File: config.mk
export PLATFORM = sky130hd
export DESIGN_NAME = alu_mc
export DESIGN_NICKNAME = d
export VERILOG_FILES = /design/src/rtl/alu_pkg.sv /design/src/rtl/alu_comb_core.sv /design/src/rtl/alu_mc.sv
export SDC_FILE = /design/constraint.sdc
export NUM_CORES = 1
export LEC_CHECK = 0
export CORE_ASPECT_RATIO = 1.25
export CORE_MARGIN = 5
export CORE_UTILIZATION = 30
export CTS_CLUSTER_SIZE = 20
export DETAILED_ROUTE_END_ITERATION = 12
export PLACE_DENSITY = 0.56
export SYNTH_ARGS = -nofsm -noshare
export SYNTH_HDL_FRONTEND = slang
export SYNTH_HIERARCHICAL = 1
export SYNTH_SLANG_ARGS = --single-unit
File: constraint.sdc
create_clock -name clk -period 2.9 [get_ports clk]
set_input_delay 0.29 -clock clk [delete_from_list [all_inputs] [get_ports clk]]
set_output_delay 0.29 -clock clk [all_outputs]
set_load 0.005 [all_outputs]
File: src/rtl/alu_pkg.sv
// Shared types for the multi-cycle ALU: opcode and FSM state encodings.
package alu_pkg;

  typedef enum logic [3:0] {
    OP_ADD    = 4'd0,
    OP_SHR    = 4'd1,
    OP_SHL    = 4'd2,
    OP_XOR    = 4'd3,
    OP_SUB    = 4'd4,
    OP_AND    = 4'd5,
    OP_OR     = 4'd6,
    OP_MUL    = 4'd7,
    OP_SHRN   = 4'd8,
    OP_SHLN   = 4'd9,
    OP_RSV10  = 4'd10,
    OP_RSV11  = 4'd11,
    OP_RSV12  = 4'd12,
    OP_RSV13  = 4'd13,
    OP_RSV14  = 4'd14,
    OP_RSV15  = 4'd15
  } alu_op_e;

  typedef enum logic [1:0] {
    IDLE = 2'd0,
    BUSY = 2'd1,
    DONE = 2'd2
  } alu_state_e;

  // True for opcodes that may iterate; a zero-amount shift still finishes in one cycle.
  function automatic logic is_multicycle(alu_op_e op);
    return (op == OP_MUL) || (op == OP_SHRN) || (op == OP_SHLN);
  endfunction

endpackage

File: src/rtl/alu_comb_core.sv
// Single-cycle ALU operations; iterative and reserved opcodes yield 0.
// Carry output exists only when ALU_CARRY_EN is defined.
module alu_comb_core
  import alu_pkg::*;
#(
  parameter int W = 8
) (
  input  logic [W-1:0] a_i,
  input  logic [W-1:0] b_i,
  input  alu_op_e      op_i,
  output logic [W-1:0] res_o
`ifdef ALU_CARRY_EN
  ,
  output logic         carry_o
`endif
);

  always_comb begin
    res_o = '0;
`ifdef ALU_CARRY_EN
    carry_o = 1'b0;
`endif
    case (op_i)
      OP_ADD: begin
`ifdef ALU_CARRY_EN
        {carry_o, res_o} = {1'b0, a_i} + {1'b0, b_i};
`else
        res_o = a_i + b_i;
`endif
      end
      OP_SUB: begin
`ifdef ALU_CARRY_EN
        // Carry set means no borrow.
        {carry_o, res_o} = {1'b0, a_i} + {1'b0, ~b_i} + (W+1)'(1);
`else
        res_o = a_i - b_i;
`endif
      end
      OP_SHR: begin
        res_o = a_i >> 1;
`ifdef ALU_CARRY_EN
        carry_o = a_i[0];
`endif
      end
      OP_SHL: begin
        res_o = a_i << 1;
`ifdef ALU_CARRY_EN
        carry_o = a_i[W-1];
`endif
      end
      OP_XOR:  res_o = a_i ^ b_i;
      OP_AND:  res_o = a_i & b_i;
      OP_OR:   res_o = a_i | b_i;
      default: res_o = '0;
    endcase
  end

endmodule

File: src/rtl/alu_mc.sv
// Multi-cycle ALU: valid/ready handshake, iterative MUL/SHRN/SHLN, registered result and flags.
// Defining ALU_CARRY_EN adds a registered Carry output.
module alu_mc
  import alu_pkg::*;
#(
  parameter int W   = 8,
  parameter int OPW = 4
) (
  input  logic           clk,
  input  logic           rst_n,
  input  logic           in_valid,
  output logic           in_ready,
  input  logic [W-1:0]   A,
  input  logic [W-1:0]   B,
  input  logic [OPW-1:0] OP,
  output logic           out_valid,
  input  logic           out_ready,
  output logic [W-1:0]   out,
  output logic           Zero,
  output logic           Sign
`ifdef ALU_CARRY_EN
  ,
  output logic           Carry
`endif
);

  localparam int CW = $clog2(W) + 1;

  alu_state_e     state_q, state_d;
  alu_op_e        op_q, op_d, op_in;
  logic [CW-1:0]  cnt_q, cnt_d;
  logic [W-1:0]   work_q, work_d, work_n;
  logic [2*W-1:0] acc_q, acc_d, acc_n, mcand_q, mcand_d;
  logic [W-1:0]   out_q, out_d, res_n, core_res;
  logic           zero_q, zero_d, sign_q, sign_d, load;
  logic [CW-2:0]  amt;
`ifdef ALU_CARRY_EN
  logic           carry_q, carry_d, carry_n, core_carry;
`endif

  assign op_in = alu_op_e'(OP[3:0]);
  assign amt   = B[CW-2:0];

  alu_comb_core #(.W(W)) u_core (
    .a_i   (A),
    .b_i   (B),
    .op_i  (op_in),
    .res_o (core_res)
`ifdef ALU_CARRY_EN
    ,
    .carry_o (core_carry)
`endif
  );

  always_comb begin
    state_d = state_q;
    op_d    = op_q;
    cnt_d   = cnt_q;
    work_d  = work_q;
    acc_d   = acc_q;
    mcand_d = mcand_q;
    out_d   = out_q;
    zero_d  = zero_q;
    sign_d  = sign_q;
    res_n   = '0;
    load    = 1'b0;
    acc_n   = '0;
    work_n  = '0;
`ifdef ALU_CARRY_EN
    carry_d = carry_q;
    carry_n = 1'b0;
`endif
    case (state_q)
      IDLE: begin
        if (in_valid) begin
          op_d = op_in;
          if (op_in == OP_MUL) begin
            state_d = BUSY;
            cnt_d   = CW'(W);
            acc_d   = '0;
            mcand_d = {{W{1'b0}}, A};
            work_d  = B;
          end else if (is_multicycle(op_in) && (amt != '0)) begin
            state_d = BUSY;
            cnt_d   = {1'b0, amt};
            work_d  = A;
          end else begin
            state_d = DONE;
            load    = 1'b1;
            // Zero-amount shifts pass A through with no carry.
            res_n   = is_multicycle(op_in) ? A : core_res;
`ifdef ALU_CARRY_EN
            carry_n = is_multicycle(op_in) ? 1'b0 : core_carry;
`endif
          end
        end
      end
      BUSY: begin
        cnt_d = cnt_q - CW'(1);
        if (op_q == OP_MUL) begin
          acc_n   = acc_q + (work_q[0] ? mcand_q : '0);
          acc_d   = acc_n;
          mcand_d = mcand_q << 1;
          work_d  = work_q >> 1;
          res_n   = acc_n[W-1:0];
`ifdef ALU_CARRY_EN
          carry_n = |acc_n[2*W-1:W];
`endif
        end else begin
          work_n = (op_q == OP_SHLN) ? (work_q << 1) : (work_q >> 1);
          work_d = work_n;
          res_n  = work_n;
`ifdef ALU_CARRY_EN
          carry_n = (op_q == OP_SHLN) ? work_q[W-1] : work_q[0];
`endif
        end
        if (cnt_q == CW'(1)) begin
          state_d = DONE;
          load    = 1'b1;
        end
      end
      DONE: begin
        if (out_ready) state_d = IDLE;
      end
      default: state_d = IDLE;
    endcase
    if (load) begin
      out_d  = res_n;
      zero_d = (res_n == '0);
      sign_d = res_n[W-1];
`ifdef ALU_CARRY_EN
      carry_d = carry_n;
`endif
    end
  end

  always_ff @(posedge clk or negedge rst_n) begin
    if (!rst_n) begin
      state_q <= IDLE;
      op_q    <= OP_ADD;
      cnt_q   <= '0;
      work_q  <= '0;
      acc_q   <= '0;
      mcand_q <= '0;
      out_q   <= '0;
      zero_q  <= 1'b0;
      sign_q  <= 1'b0;
`ifdef ALU_CARRY_EN
      carry_q <= 1'b0;
`endif
    end else begin
      state_q <= state_d;
      op_q    <= op_d;
      cnt_q   <= cnt_d;
      work_q  <= work_d;
      acc_q   <= acc_d;
      mcand_q <= mcand_d;
      out_q   <= out_d;
      zero_q  <= zero_d;
      sign_q  <= sign_d;
`ifdef ALU_CARRY_EN
      carry_q <= carry_d;
`endif
    end
  end

  assign in_ready  = (state_q == IDLE);
  assign out_valid = (state_q == DONE);
  assign out       = out_q;
  assign Zero      = zero_q;
  assign Sign      = sign_q;
`ifdef ALU_CARRY_EN
  assign Carry     = carry_q;
`endif

endmodule

==> results.ini, run 1 <==
[outcome]
outcome=finished with violations
violations=setup timing

[global_route]
use_met2_pct=30.0
met1_usage_pct=19.5
grtUsageTotal_pct=16.6
met3_usage_pct=2.15
grt_busiest_layer=met2
grt_max_degree=44
grt_pass1_wl_microns=20700
grt-ovfl-total=0
grt_pass1_vias=4101
antenna_found_initial=0

[drt]
drtAntennaViolNets=0
vias_per_cell=5.30
first_pass_iters=4
avgRoutedWirePerCell_microns=16.9
drc_errors=0
num_vias=3861
wl_microns=12300
drtIter0Drc=186

[setup_path]
cp.arrival_ns=3.15
crit_path_start_kind=primary input
crit_type=in -> reg
end_kind=flop
worst_ep_required_time_ns=3.09
crit_slowest_cell=mux2_4
max_stage_delay_ns=0.33
cp_max_fo=3
worstPathCellList=buf_6 -> nor4b_4 -> buf_4 -> mux2_4 -> inv_4 -> ha_4 -> nand3b_1 -> nand2_2 -> buf_6 -> a31oi_4 -> xor2_1 -> o221ai_1 -> mux2i_1 -> o22ai_1 -> nor2_1 -> o2111ai_2 -> o31ai_2
crit_path_frequent_cell=buf_6

[final_layout]
nFillCells=1335
instances_no_fill=728
final_nets=618
final_area_sq_um=5260
area_growth_pct=34.3
n_antenna_cell=0
multi_input_area_sq_um=2780
register_area_sq_um=1080
drive_gt1_share_pct=25.4

[run]
cap_violations=0

[placed_design]
dp.cells=717
hpwl_microns=9700
dpl_cell_area_sq_um=4930
gp_congestion=0.896
numPortBuffers=35

[logic_synthesis]
async_flop_share_pct=100
ys_ff_latch=43
syn_nets=523
syn_area_per_cell_sq_um=8.45
synth_cell_types=64
synth_cells=464
synth_area_sq_um=3920
synth_edf_count=0
yosysWarnings=6
ys_seq_area_share_pct=27.4
ys.flop_type=dfrtp_1

[cts]
clockBufferDepth=2
cts_max_level=2
clock_latency_ns=0.29
cts.sinks=43
postCtsHoldBufs=0
cts_made_buffers=5
root_buffer=clkbuf_16
cts_tree=done
cts.clk_slew.worst_paths_ns=0.06

[timing]
maxSlewHeadroom_pct=34.9
fin_crit_sh_pct=102
slew_violations=0
max_freq_ghz=0.338
worstMarginPinSlew_ns=0.976
hold_viol=0
hold_slack_ns=0.144
clock_skew_ns=0.00694
setup_viol=1
final.min_clock_period_ns=2.96
fin_ws_ns=-0.0611
rsz0062_at_grt=yes

[pwr]
p_leak_nw=2.45
irDropWorstVdd_v=0.000392
power_density_nw_per_um2=583

[floorplanning]
ios=36
num_rows=46
coreArea_sq_um=12800
initial_core_util_pct=30.7
die_x_microns=112
die_h_microns=138
dieArea_sq_um=15500

[hold_path]
min_path_type=in -> async

-- layout make-up --
class                   instances  share of cell area (%)
inverters                      21                    1.55
multi-input cells             372                    52.7
flip-flops and latches         43                    20.4
well taps                     168                    3.99
repair buffers                116                    18.0
clock inverters                 2                   0.666
clock buffers                   6                    2.64
-- per-stage QoR --
step	util, %	setup WS (ns)	power (mW)	setup TNS [ns]
after floorplan	-	-0.164	1.79	-0.164
after global placement	38.6	-0.727	2.32	-3.84
after detailed placement	38.6	-0.791	2.36	-4.30
after CTS	40.8	-0.0769	3.05	-0.0769
after global routing	41.2	-0.168	3.29	-0.281
final	41.2	-0.0611	3.07	-0.0611
-- layer usage --
layer | up-vias | wire length, microns
li1 | 1877 | -
met1 | 1856 | 5200
met5 | - | 0
met3 | 23 | 554
met4 | 0 | 439
met2 | 105 | 6120
-- Yosys cell counts (2+ instances only) --
cell type	instances	area [sq um]
o221ai_1	5	43.8
a21oi_1	36	180
nor2b_1	7	43.8
a31oi_1	11	68.8
nand2b_1	4	25.0
a211oi_1	2	15.0
mux2i_1	18	180
inv_1	21	78.8
xor2_1	4	35.0
o211ai_1	4	30.0
clkbuf_1	14	52.6
ha_1	33	413
o21a_1	5	37.5
dfrtp_1	43	1080
or3_1	4	25.0
nand4b_1	2	17.5
o22ai_1	11	68.8
a32oi_1	5	43.8
nand4_1	2	12.5
nor3_1	5	25.0
buf_4	3	22.5
o31a_1	2	17.5
nor2_1	40	150
fa_1	2	40.0
nand3b_1	3	22.5
a22o_1	9	78.8
a221oi_1	2	17.5
a21o_1	8	60.1
and3_1	4	25.0
nor3b_1	5	37.5
and4b_1	3	30.0
nand3_1	10	50.1
o21ai_0	13	65.1
buf_2	6	30.0
o21ai_1	2	10.0
mux2_2	11	124
buf_6	4	45.0
and2_1	7	43.8
a311oi_1	3	26.3
nand2_1	55	206
xnor2_1	13	114
-- cells in the final DEF, fill, tap and decap left out, types with 5 or more instances in the layout --
cell type	count
nor2b_1	6
dfrtp_1	43
mux2_2	9
o221ai_1	5
a31oi_1	10
o22ai_1	11
nor2_1	38
a21oi_1	31
a21o_1	8
mux2i_1	18
ha_1	30
nor3b_1	5
inv_1	18
o21ai_0	12
buf_6	5
nand2_1	54
a21oi_2	6
a32oi_1	5
o21a_1	5
clkbuf_16	5
and2_1	7
xnor2_1	10
clkdlybuf4s50_1	24
nand3_1	9
a22o_1	9
buf_4	78
-- worst paths after layout --
kind                                        start                endpoint  slack (ns)  cells past startpoint
max                                         OP[1]        Zero$_DFFE_PN0P_       -0.06                     17
min                                         rst_n     op_q[3]$_DFFE_PN0P_        0.14                      1
max reg2reg                 work_q[0]$_DFFE_PN0P_        Zero$_DFFE_PN0P_        0.30                      9
min reg2reg                mcand_q[7]$_DFFE_PN0P_  mcand_q[7]$_DFFE_PN0P_        0.47                      2
max in group asynchronous                   rst_n      out[4]$_DFFE_PN0P_        2.12                      1
min in group clk                             B[0]    cnt_q[0]$_DFFE_PN0P_        0.45                      4
-- repair_timing --
item | in CTS | in global routing
endpoints found under the setup margin | 8 | 5
gates resized for setup | 42 | 21
pin swaps | 22 | 23
buffers inserted | 6 | 1
-- flip-flops by register name (all words and copies together) (netlist names) --
signal	count
work_q	8
state_q	2
mcand_q	8
cnt_q	4
out	8
op_q	4
acc_q	8
Zero	1
-- worst max-delay path, delay by kind of cell --
family	cells	cell delay (ns)
AOI/OAI and AO/OA	5	0.79
muxes	2	0.52
adders and majority gates	1	0.19
and+or+nand+nor	4	0.69
xor gates and xnor gates	1	0.18
buffers and inverters	4	0.49
-- where the power goes --
part,internal (mW),switching [mW]
logic,0.706,0.692
clock network,0.428,0.233
registers,0.826,0.182
-- cells by family after synthesis --
| family | after synthesis | share of synthesized area, % |
|---|---|---|
| buffers and inverters | 49 | 5.97 |
| AOI/OAI and AO/OA | 131 | 22.9 |
| adders and majority gates | 35 | 11.6 |
| muxes | 29 | 7.76 |
| xor gates and xnor gates | 17 | 3.80 |
| DFF | 43 | 27.4 |
| and+or+nand+nor | 160 | 20.5 |
(Power assumes the default switching activity.)
==> run 2, diff against run 1 <==
--- a/config.mk
+++ b/config.mk
@@ -7,10 +7,10 @@
 export LEC_CHECK = 0
 export CORE_ASPECT_RATIO = 1.25
 export CORE_MARGIN = 5
-export CORE_UTILIZATION = 30
+export CORE_UTILIZATION = 45
 export CTS_CLUSTER_SIZE = 20
 export DETAILED_ROUTE_END_ITERATION = 12
-export PLACE_DENSITY = 0.56
+export PLACE_DENSITY = 0.74
 export SYNTH_ARGS = -nofsm -noshare
 export SYNTH_HDL_FRONTEND = slang
 export SYNTH_HIERARCHICAL = 1
==> run 2 against run 1 <==
The flow still finishes with violations (setup timing); register-to-register slack worse by 0.19 ns; routed wire length shrank 6.4%; first-iteration DRC count rose by 75%; non-clock buffer count down 5; setup slack worse by 0.018 ns; final cell count down 7.3%; design area decreased by 1.4%; fmax shrank 0.61%; clock-buffer cell count is 1 lower; worst hold slack got worse by 0.0063 ns.
==> results.ini, run 2 (synthesis results as in run 1) <==
[placed_design]
hpwl_microns=8660
pre_cts_ws_ns=-0.773
gp_congestion=0.959
numPortBuffers=35

[global_route]
grt_pass1_vias=3956
grtUsageTotal_pct=21.9
grt_max_degree=44
grt-ovfl-total=0
antenna_found_initial=0
grt_pass1_wl_microns=18800

[timing]
max_freq_ghz=0.336
fin_crit_sh_pct=103
tns_ns=-0.0794
worstMarginPinSlew_ns=0.973
hold_slack_ns=0.137
slew_violations=0
setup_viol=1
final.min_clock_period_ns=2.98
rsz0062_at_grt=yes
hold_viol=0
fin_ws_ns=-0.0794
maxSlewHeadroom_pct=35.1
clock_skew_ns=0.00696

[outcome]
violations=setup timing
outcome=finished with violations

[hold_path]
min_path_type=in -> async

[final_layout]
layout_common_cells=buf_4 (71), nand2_1 (55), dfrtp_1 (43)
n_antenna_cell=0
final_nets=613
area_growth_pct=32.3
layout_commonest_cell=buf_4
multi_input_area_sq_um=2820
drive_gt1_share_pct=25.0
nFillCells=733
register_area_sq_um=1080

[cts]
cts.clk_slew.worst_paths_ns=0.08
cts.sinks=43
clock_latency_ns=0.30
cts_tree=done
clockBufferDepth=2
cts_made_buffers=5
postCtsHoldBufs=0
root_buffer=clkbuf_8
cts_max_level=2

[setup_path]
max_stage_delay_ns=0.39
crit_path_start_kind=primary input
crit_type=in -> reg
critPathTopFamily=simple AND/OR/NAND/NOR gates
worst_ep_required_time_ns=3.08
end_kind=flop
crit_slowest_cell=or3_4
worstPathCellList=buf_6 -> nor4b_4 -> buf_6 -> nor2_4 -> xnor2_2 -> ha_4 -> nor2b_4 -> o31a_1 -> o21a_1 -> or3_4 -> nand3_4 -> o21ai_2 -> a21oi_2 -> and4b_1 -> o2111ai_2 -> o31ai_2
crit_path_frequent_cell=buf_6
cp.arrival_ns=3.16
cp.buffers_inverters=2
cp_max_fo=4

[floorplanning]
die_h_microns=114
ios=36
num_rows=38
die_x_microns=93.5
coreArea_sq_um=8610
initial_core_util_pct=45.6
dieArea_sq_um=10700

[drt]
drtIter0Drc=326
num_vias=3932
first_pass_iters=5
drc_errors=0
wl_microns=11500
drtAntennaViolNets=0
vias_per_cell=5.83
avgRoutedWirePerCell_microns=17.1

[pwr]
irDropWorstVdd_v=0.000232
p_leak_nw=2.41
power_density_nw_per_um2=571

[run]
cap_violations=0

## run 2: cell count changes in the layout (fill, tap and decap cells not counted), moves of 2 or more
cell,change
clkdlybuf4s50_1,+2
buf_4,-7
o21ai_2,+2
clkbuf_8,+4
clkbuf_16,-5
## run 2: worst paths after layout
kind,from,endpoint,slack (ns),depth (start not counted)
max reg2reg,work_q[0]$_DFFE_PN0P_,Zero$_DFFE_PN0P_,0.11,9
min in group clk,mcand_q[7]$_DFFE_PN0P_,mcand_q[7]$_DFFE_PN0P_,0.47,2
min reg2reg,mcand_q[7]$_DFFE_PN0P_,mcand_q[7]$_DFFE_PN0P_,0.47,2
min,rst_n,acc_q[6]$_DFFE_PN0P_,0.14,1
max in group asynchronous,rst_n,out[2]$_DFFE_PN0P_,2.15,1
max,OP[1],Zero$_DFFE_PN0P_,-0.08,16
## run 2: per-stage QoR
step | instance area [sq um] | cells | utilization (%) | power, mW
after floorplan | 3940 | 464 | - | 1.79
after global placement | 4800 | 660 | 55.8 | 2.26
after detailed placement | 4800 | 660 | 55.8 | 2.32
after CTS | 5030 | 672 | 58.5 | 2.90
after global routing | 5190 | 675 | 60.3 | 3.16
final | 5190 | 675 | 60.3 | 2.96
## run 2: routing by layer
metal | vias to the layer above | global-route usage (%) | wire length (microns)
met2 | 152 | 40.1 | 5930
met4 | 0 | 9.68 | 404
met1 | 1888 | 25.5 | 4680
met3 | 31 | 2.43 | 517
met5 | - | 0 | 0
li1 | 1861 | - | -
## run 2: cell type report
type	instances	share of cell area, %
inverters	21	1.52
flip-flops and latches	43	20.7
multi-input cells	372	54.3
clock inverters	3	1.30
well taps	120	2.89
repair buffers	111	17.9
clock buffers	5	1.33
## run 2: report_power, final
group	switching [mW]	internal (mW)
logic	0.676	0.693
registers	0.201	0.824
clock network	0.222	0.344
## run 2: what timing repair did
action / CTS / global route
buffers inserted: 4 / 7
endpoints found under the setup margin: 7 / 5
gates resized for setup: 41 / 27
pin swaps: 19 / 30
